### config.mk
export PLATFORM = sky130hd
export DESIGN_NAME = pkt_ff_wptr_ctrl
export DESIGN_NICKNAME = d
export VERILOG_FILES = /design/src/rtl/pkt_ff_pkg.sv /design/src/rtl/pkt_ff_full_chk.sv /design/src/rtl/pkt_ff_wptr_ctrl.sv
export SDC_FILE = /design/constraint.sdc
export NUM_CORES = 1
export LEC_CHECK = 0
export CAP_MARGIN = 30
export CORE_MARGIN = 3
export CORE_UTILIZATION = 26
export DETAILED_ROUTE_END_ITERATION = 10
export DONT_BUFFER_PORTS = 1
export PLACE_DENSITY_LB_ADDON = 0.15
export SETUP_SLACK_MARGIN = 0.5
export SLEW_MARGIN = 40
export SYNTH_ARGS = -nofsm -noshare
export SYNTH_HDL_FRONTEND = slang
export SYNTH_SLANG_ARGS = --single-unit
### constraint.sdc
create_clock -name clk -period 3.7 [get_ports clk]
set_input_delay 0.74 -clock clk [delete_from_list [all_inputs] [get_ports clk]]
set_output_delay 0.74 -clock clk [all_outputs]
set_load 0.02 [all_outputs]
### src/rtl/pkt_ff_pkg.sv
// Shared types and helpers for the asynchronous packet FIFO.
// Gray/binary conversions work on MAX_W-bit operands: a narrower pointer is
// zero-extended on the way in and cast back to its own width on the way out.
// The result is exact for any width up to MAX_W, because the zero upper bits
// contribute nothing to either conversion.
package pkt_ff_pkg;

    localparam int MAX_W = 32;

    typedef enum logic [1:0] {
        IDLE = 2'd0,
        PKT  = 2'd1,
        DROP = 2'd2
    } state_t;

    function automatic logic [MAX_W-1:0] bin2gry(input logic [MAX_W-1:0] bin);
        return bin ^ (bin >> 1);
    endfunction

    function automatic logic [MAX_W-1:0] gry2bin(input logic [MAX_W-1:0] gry);
        logic [MAX_W-1:0] bin;
        bin[MAX_W-1] = gry[MAX_W-1];
        for (int i = MAX_W - 2; i >= 0; i--) begin
            bin[i] = bin[i+1] ^ gry[i];
        end
        return bin;
    endfunction

endpackage

### src/rtl/pkt_ff_full_chk.sv
// Full detector: converts the synchronised Gray read pointer to binary and
// flags when ptr_bin is exactly one FIFO depth ahead of it.
// The wrap bits differ and the address bits match.
module pkt_ff_full_chk
    import pkt_ff_pkg::*;
#(
    parameter int PTR_W = 8
) (
    input  logic [PTR_W:0] ptr_bin,
    input  logic [PTR_W:0] rptr_gry_sync,
    output logic           full
);

    localparam int AW = PTR_W + 1;

    logic [PTR_W:0] rd_bin;

    assign rd_bin = AW'(gry2bin(MAX_W'(rptr_gry_sync)));
    assign full   = (ptr_bin[PTR_W] != rd_bin[PTR_W]) &&
                    (ptr_bin[PTR_W-1:0] == rd_bin[PTR_W-1:0]);

endmodule

### src/rtl/pkt_ff_wptr_ctrl.sv
// Write-side pointer controller for the asynchronous packet FIFO.
// wr_bin is the speculative pointer of the packet in flight. cmt_bin is the
// committed pointer, which is published to the read side as Gray and advances
// only on a clean EOP. A packet that errors, overflows, or loses its EOP is
// dropped by rewinding wr_bin to cmt_bin.
// Optional feature macro: PKT_FF_WPTR_DROP_CNT_EN. When it is defined, the
// saturating drop_cnt register is built. When it is undefined, drop_cnt is
// tied to zero.
module pkt_ff_wptr_ctrl
    import pkt_ff_pkg::*;
#(
    parameter int PTR_W      = 8,
    parameter int DROP_CNT_W = 16
) (
    input  logic                  clk,
    input  logic                  rst,
    input  logic                  valid,
    input  logic                  sop,
    input  logic                  eop,
    input  logic                  error,
    input  logic [PTR_W:0]        rptr_gry_sync,
    output logic                  wen,
    output logic [PTR_W-1:0]      waddr,
    output logic [PTR_W:0]        wptr_gry,
    output logic                  full,
    output logic                  pkt_drop,
    output logic [DROP_CNT_W-1:0] drop_cnt
);

    localparam int AW = PTR_W + 1;

    logic [PTR_W:0] wr_bin, cmt_bin;
    logic [PTR_W:0] wr_nxt, cmt_nxt;
    state_t         state, state_nxt;
    logic           full_cmt;
    logic [1:0]     drops;

    // full is reported for the speculative pointer. A sop beat restarts from
    // cmt_bin, so that beat is checked for space at cmt_bin instead.
    pkt_ff_full_chk #(.PTR_W(PTR_W)) u_full_wr (
        .ptr_bin       (wr_bin),
        .rptr_gry_sync (rptr_gry_sync),
        .full          (full)
    );

    pkt_ff_full_chk #(.PTR_W(PTR_W)) u_full_cmt (
        .ptr_bin       (cmt_bin),
        .rptr_gry_sync (rptr_gry_sync),
        .full          (full_cmt)
    );

    // Beat acceptance, RAM write strobe, pointer and FSM next-state.
    // At most two drops can occur in one cycle: an abandoned partial packet
    // and a failing sop beat that restarts in the same cycle.
    // NOTE: every signal written here gets a default first, so no latch is inferred.
    always_comb begin
        wen       = 1'b0;
        waddr     = wr_bin[PTR_W-1:0];
        wr_nxt    = wr_bin;
        cmt_nxt   = cmt_bin;
        state_nxt = state;
        drops     = 2'd0;
        if (valid && sop) begin
            // A new packet always starts from the committed pointer.
            // If the current packet has no EOP yet, it is abandoned.
            if (state == PKT) begin
                drops = drops + 2'd1;
            end
            waddr = cmt_bin[PTR_W-1:0];
            if (!error && !full_cmt) begin
                wen    = 1'b1;
                wr_nxt = cmt_bin + AW'(1);
                if (eop) begin
                    cmt_nxt   = cmt_bin + AW'(1);
                    state_nxt = IDLE;
                end else begin
                    state_nxt = PKT;
                end
            end else begin
                drops     = drops + 2'd1;
                wr_nxt    = cmt_bin;
                state_nxt = eop ? IDLE : DROP;
            end
        end else if (valid) begin
            case (state)
                IDLE: ;  // a beat arriving outside a packet is ignored
                PKT: begin
                    if (!error && !full) begin
                        wen    = 1'b1;
                        wr_nxt = wr_bin + AW'(1);
                        if (eop) begin
                            cmt_nxt   = wr_bin + AW'(1);
                            state_nxt = IDLE;
                        end
                    end else begin
                        drops     = 2'd1;
                        wr_nxt    = cmt_bin;
                        state_nxt = eop ? IDLE : DROP;
                    end
                end
                DROP: begin
                    if (eop) begin
                        state_nxt = IDLE;
                    end
                end
                default: state_nxt = IDLE;
            endcase
        end
    end

    // Pointer, FSM and status registers.
    // wptr_gry is loaded from cmt_nxt, so it appears one cycle after the EOP beat.
    // NOTE: sequential state uses non-blocking assignments only, so every flop samples pre-edge values.
    always_ff @(posedge clk or posedge rst) begin
        if (rst) begin
            wr_bin   <= '0;
            cmt_bin  <= '0;
            state    <= IDLE;
            wptr_gry <= '0;
            pkt_drop <= 1'b0;
        end else begin
            wr_bin   <= wr_nxt;
            cmt_bin  <= cmt_nxt;
            state    <= state_nxt;
            wptr_gry <= AW'(bin2gry(MAX_W'(cmt_nxt)));
            pkt_drop <= (drops != 2'd0);
        end
    end

`ifdef PKT_FF_WPTR_DROP_CNT_EN
    logic [DROP_CNT_W:0] cnt_sum;

    assign cnt_sum = {1'b0, drop_cnt} + (DROP_CNT_W + 1)'(drops);

    // Saturating drop counter: a carry out of the top bit pins it at all-ones.
    always_ff @(posedge clk or posedge rst) begin
        if (rst) begin
            drop_cnt <= '0;
        end else begin
            drop_cnt <= cnt_sum[DROP_CNT_W] ? '1 : cnt_sum[DROP_CNT_W-1:0];
        end
    end
`else
    assign drop_cnt = '0;
`endif

endmodule

### Word-level counts from Yosys, hierarchy flattened

Cells that the tools add are included.
Widths: inputs -> output; s select.

| cells by class | value |
|---|---|
| $add $sub $neg | 3 |
| equality and inequality tests | 7 |
| mux-type cells | 33 |
| bitwise gates (word level) | 9 |
| reductions and logical operators | 14 |

Operators by type and width:

| operator | number |
|---|---|
| $mux 9 | 12 |
| $add 9x1->9 const B | 2 |
| $mux 2 | 9 |
| $eq 8x8->1 | 2 |
| $mux 1 | 10 |
| $xor 9x8->9 | 1 |
| $mux 8 | 1 |
| $xor 1x1->1 | 8 |
| $pmux 2 s3 | 1 |
| $reduce_bool 2->1 | 3 |
| $logic_and 1x1->1 | 5 |
| $reduce_and 2->1 | 2 |
| $logic_not 1->1 | 3 |
| $add 2x1->2 const B | 1 |
| $eq 2x1->1 const B | 1 |
| $eq 2x2->1 const B | 1 |
| $logic_not 2->1 | 1 |
| $ne 1x1->1 | 2 |
| $ne 2x2->1 const B | 1 |

| storage, ports and cells | value |
|---|---|
| register bits after elaboration | 30 |
| input port bits | 15 |
| output and inout bits | 36 |
| logic and storage cells | 71 |

### Longest topological paths before layout

| logic depth | value |
|---|---|
| word-level depth | 17 |
| depth in mapped cells | 12 |
| depth with buffers taken out | 10 |

### Cells and area by module

Synthesis repeated with hierarchy kept, for this count alone.

| second synthesis, totals | value |
|---|---|
| cell total of the unflattened synthesis | 296 |
| area total of the unflattened synthesis | 2588.7 µm² |

By module, submodules not included:

| module | instances | cells each | area each (µm²) | seq. area each (µm²) |
|---|---|---|---|---|
| pkt_ff_wptr_ctrl | 1 | 246 | 2168.3 | 725.7 |
| pkt_ff_full_chk | 2 | 25 | 210.2 | 0.0 |

### Worst setup path after synthesis

No wires, ideal clock.

| timing path | value |
|---|---|
| kind | input -> output |
| from | input port rptr_gry_sync[7] |
| to | output port wen |
| data arrival time | 2799 ps |
| required time | 2960 ps |
| path slack | 161 ps |
| cell stages on the path | 9 |
| buffers on the path | 2 |
| cells stage by stage | buf_4 xnor2_2 xnor3_1 a211o_1 a221oi_4 nor2_1 clkbuf_1 nand2_1 nand2_1 |

| between the ends | value |
|---|---|
| longest elaborated chain between the ends | 16 |

RTL lines:

| element | RTL line | text |
|---|---|---|
| from (decl) | pkt_ff_wptr_ctrl.sv:21 | `input logic [PTR_W:0] rptr_gry_sync,` |
| $xor 1x1->1 * | pkt_ff_pkg.sv:24 | `bin[i] = bin[i+1] ^ gry[i];` |
| $xor 1x1->1 (7 in series) | pkt_ff_pkg.sv:24 |  |
| $eq 8x8->1 * | pkt_ff_full_chk.sv:20 | `(ptr_bin[PTR_W-1:0] == rd_bin[PTR_W-1:0]);` |
| $logic_and 1x1->1 * | pkt_ff_full_chk.sv:19 | `assign full = (ptr_bin[PTR_W] != rd_bin[PTR_W]) &&` |
| named net full | pkt_ff_wptr_ctrl.sv:25 | `output logic full,` |
| $logic_not 1->1 * | pkt_ff_wptr_ctrl.sv:88 | `if (!error && !full) begin` |
| $logic_and 1x1->1 * | pkt_ff_wptr_ctrl.sv:88 |  |
| $mux 1 * | pkt_ff_wptr_ctrl.sv:88 |  |
| $mux 1 * | pkt_ff_wptr_ctrl.sv:85 | `case (state)` |
| $mux 1 * | pkt_ff_wptr_ctrl.sv:84 | `end else if (valid) begin` |
| $mux 1 * | pkt_ff_wptr_ctrl.sv:63 | `if (valid && sop) begin` |
| to (decl) | pkt_ff_wptr_ctrl.sv:22 | `output logic wen,` |

Mark *: on every way through the listed nets, which the timed path passes. The rest lies on a longest branch.

### Final worst setup path

| timing path | value |
|---|---|
| from | input port rptr_gry_sync[6] |
| to | output port wen |

| between the ends | value |
|---|---|
| longest elaborated chain between the ends | 15 |

RTL lines:

| element | RTL line |
|---|---|
| $xor 1x1->1 * | pkt_ff_pkg.sv:24 |
| $xor 1x1->1 (6 in series) | pkt_ff_pkg.sv:24 |
| $eq 8x8->1 | pkt_ff_full_chk.sv:20 |
| $logic_and 1x1->1 | pkt_ff_full_chk.sv:19 |
| $logic_not 1->1 | pkt_ff_wptr_ctrl.sv:88 |
| $logic_and 1x1->1 | pkt_ff_wptr_ctrl.sv:88 |
| $mux 1 | pkt_ff_wptr_ctrl.sv:88 |
| $mux 1 | pkt_ff_wptr_ctrl.sv:85 |
| $mux 1 | pkt_ff_wptr_ctrl.sv:84 |
| $mux 1 * | pkt_ff_wptr_ctrl.sv:63 |

Every way passes the cells marked *; elsewhere a longest branch is shown, timed or not.

==> impl_metrics.csv <==
group,metric,value,unit
worst_setup_path,r2r-start,"cmt_bin[2]",
synth,yosys-top-cells-area,"dfrtp_1 27%, xor2_1 7.1%, nand2_1 5.5%",
timing,post-route-period-util,85.5,%
synth,synth_top_area_share,26.8,%
outcome,status,"finished clean",
worst_setup_path,worst_setup_path_start_kind,"input port",
final_layout,filler_cell_count,1051,
worst_setup_path,crit_chain,"xor2_2 > xnor3_1 > a211o_1 > a221oi_4 > nor2_2 > nand2_1 > nand2_2",
route,drtIter0Drc,154,
pwr,power_density,656,nW/um2
global_route,grtUsageTotal,13.6,%
die,start_util,27.2,%
worst_setup_path,cp.required,2.96,ns
pwr,p_leak,0.00129,uW
job,drv_cap,0,
synth,synth-seq-cells,29,
timing,setup_viol,0,
timing,period_needed,3.16,ns
synth,synth.distinct_cells,67,
worst_setup_path,end_kind,"output port",
die,io_pins,51,
cts,tritoncts,"done",
die,die_w,108,um
worst_setup_path,critPathSlowestCell,"xnor3_1",
worst_setup_path,worst-setup-path-type,"input port to output port",
worst_setup_path,path_max_fanout,6,
pwr,totalPowerFinal,1930,uW
cts,cts.sinks,29,
worst_setup_path,worstPathArrival,2.42,ns
placement,dp_hpwl,5590,um
placement,routabilityCongestion,0.814,
route,vias,2093,
synth,seq_area_frac_synth,26.8,%
route,wl_per_cell,17.5,um
timing,rsz0062_at_grt,"true",
die,fp.dieArea,11700,um2
route,wl,7690,um
route,ant_nets,0,
synth,synth_top_area_cell,"dfrtp_1",
final_layout,drive_above_1_share,18.2,%
die,core.rowCount,36,
route,first_pass_iters,4,
synth,synth_edf_count,0,
pwr,ir_drop,0.000216,V
synth,avgSynthCellArea,8.82,um2
placement,port_buffers,0,
final_layout,diodes,0,
worst_setup_path,timing.rr.end,"wptr_gry[2]",
cts,clk_pin_slew,0.07,ns
synth,synth_area,2710,um2
global_route,grt_pass1_vias,2067,
timing,final_hold_viol_count,0,
route,drcViolationCount,0,
worst_setup_path,crit_family,"compound AO/OA/AOI/OAI gates",
die,coreArea,9950,um2
synth,ys_warn_count,0,
timing,slew_violations,0,
route,vias_per_cell,4.76,
global_route,grt_pass1_wl,12100,um
worst_setup_path,cp_num_buf_inv,0,
worst_hold_path,hold_path_class,"input port to async pin",
cts,clockBufferDepth,2,
worst_setup_path,r2r_slack,0.87,ns
final_layout,syn2layout_area_growth,8.36,%
timing,final.setup.tns,0,ns
cts,cts_buffers,5,
timing,whs,0.423,ns
cts,cts.root.buffer_cell,"clkbuf_8",
synth,synthArstFlopShare,100,%
worst_setup_path,crit_path_max_incr_delay,0.46,ns
final_layout,nets,327,
timing,relSlewSlack,48.5,%
global_route,grt.overflow.total,0,
timing,finClkSkew,0.00562,ns
timing,max_freq,316,MHz
synth,synthFlopType,"dfrtp_1",
global_route,antenna_found_initial,0,
timing,worst_pin_slew,0.772,ns
synth,postSynthCellCount,307,
cts,htree_levels,2,
die,die_height,108,um
worst_setup_path,worst_r2r_path_depth,11,
global_route,grt_max_degree,30,
cts,clk_latency,0.28,ns
==> per-layer routing <==
layer / up-vias / global-route usage, % / wire [um]
li1: 1040 / - / -
met1: 979 / 19.6 / 3590
met2: 68 / 19.8 / 3400
met3: 6 / 3.94 / 637
met4: 0 / 3.70 / 73
met5: - / 0 / 0
==> Yosys cell counts, types with 3 or more instances <==
library cell and instances:
nand2_1 40, dfrtp_1 29, xor2_1 22, buf_4 18, nor2_1 15, inv_1 13, o21ai_0 13, clkbuf_1 10
nand3_1 10, xnor2_1 10, and3_1 8, buf_6 7, ha_1 6, nor3b_1 6, a21oi_1 5, a221oi_1 5
mux2i_1 5, a211o_1 4, a31oi_1 4, nand4_1 4, a21oi_2 3, a22oi_1 3, a32oi_1 3, nor2b_1 3
nor3_1 3, o21ai_1 3, or3_1 3
==> sequential cells by signal, indices dropped and copies added (netlist names), named ones only <==
name,count
cmt_bin,8
state,2
wr_bin,9
pkt_drop,1
wptr_gry,8
==> per-stage QoR <==
step	utilization, %	instance area, um2	worst slack [ns]	cells
after floorplan	-	2790	0.355	322
after global placement	27.9	2770	0.191	429
after detailed placement	28.0	2790	0.261	429
after CTS	29.4	2920	0.511	439
after global routing	29.5	2930	0.434	440
final	29.5	2930	0.535	440
==> placed cells by master (no fill, tap or decap), types with 3 or more instances in the layout <==
cell      count
xnor2_1      10
a32oi_1       3
a31oi_1       4
buf_4        14
a221oi_1      5
mux2i_1       4
a211o_1       4
nand2_1      39
xor2_1       22
nor3_1        3
nor2b_1       3
and3_1        8
clkbuf_8      6
o21ai_1       3
nand4_1       4
a22oi_1       3
nand3_1      10
dfrtp_1      29
nand2_2       3
nor3b_1       6
nor2_1       13
inv_1        13
a21oi_2       3
conb_1       16
ha_1          6
o21ai_0      13
a21oi_1       5
==> area by class of cell <==
type	count	area, um2	share of cell area, %
well taps	133	166	5.67
flip-flops and latches	29	726	24.7
clock inverters	2	37.5	1.28
inverters	14	52.6	1.79
multi-input cells	242	1760	60.1
clock buffers	6	82.6	2.81
repair buffers	14	105	3.58
==> cell families (layout without fill, tap and decap cells) <==
group,Yosys count,count (layout),share of synthesized area (%)
compound gates,65,65,20.0
xor+xnor,38,38,14.7
fa+ha+maj,6,6,2.77
simple gates,111,111,21.7
flops,29,29,26.8
other cells,1,16,0.138
mux,6,6,2.26
buf+inv,51,36,11.6
==> worst max path at each step <==
stage / from / end / slack (ns) / depth (start not counted)
6_report: rptr_gry_sync[6] / wen / 0.54 / 7
3_3_place_gp: rptr_gry_sync[6] / wptr_gry[0] / 0.19 / 9
3_5_place_dp: rptr_gry_sync[6] / wptr_gry[0] / 0.26 / 8
5_1_grt: rptr_gry_sync[6] / wen / 0.43 / 7
2_1_floorplan: rptr_gry_sync[7] / wen / 0.36 / 9
4_1_cts: rptr_gry_sync[6] / wen / 0.51 / 8
==> timing repair <==
item                       in CTS  in global routing
pin swaps                       1                  0
setup endpoints to repair       1                  1
buffers inserted                2                  1
gates resized for setup         1                  1
hold buffers                    0                  0
==> where the power goes <==
| group | switching (uW) | internal (uW) |
|---|---|---|
| clock | 137 | 219 |
| sequential | 262 | 445 |
| combinational | 494 | 370 |
No activity file was read; power rests on OpenSTA's default activity.
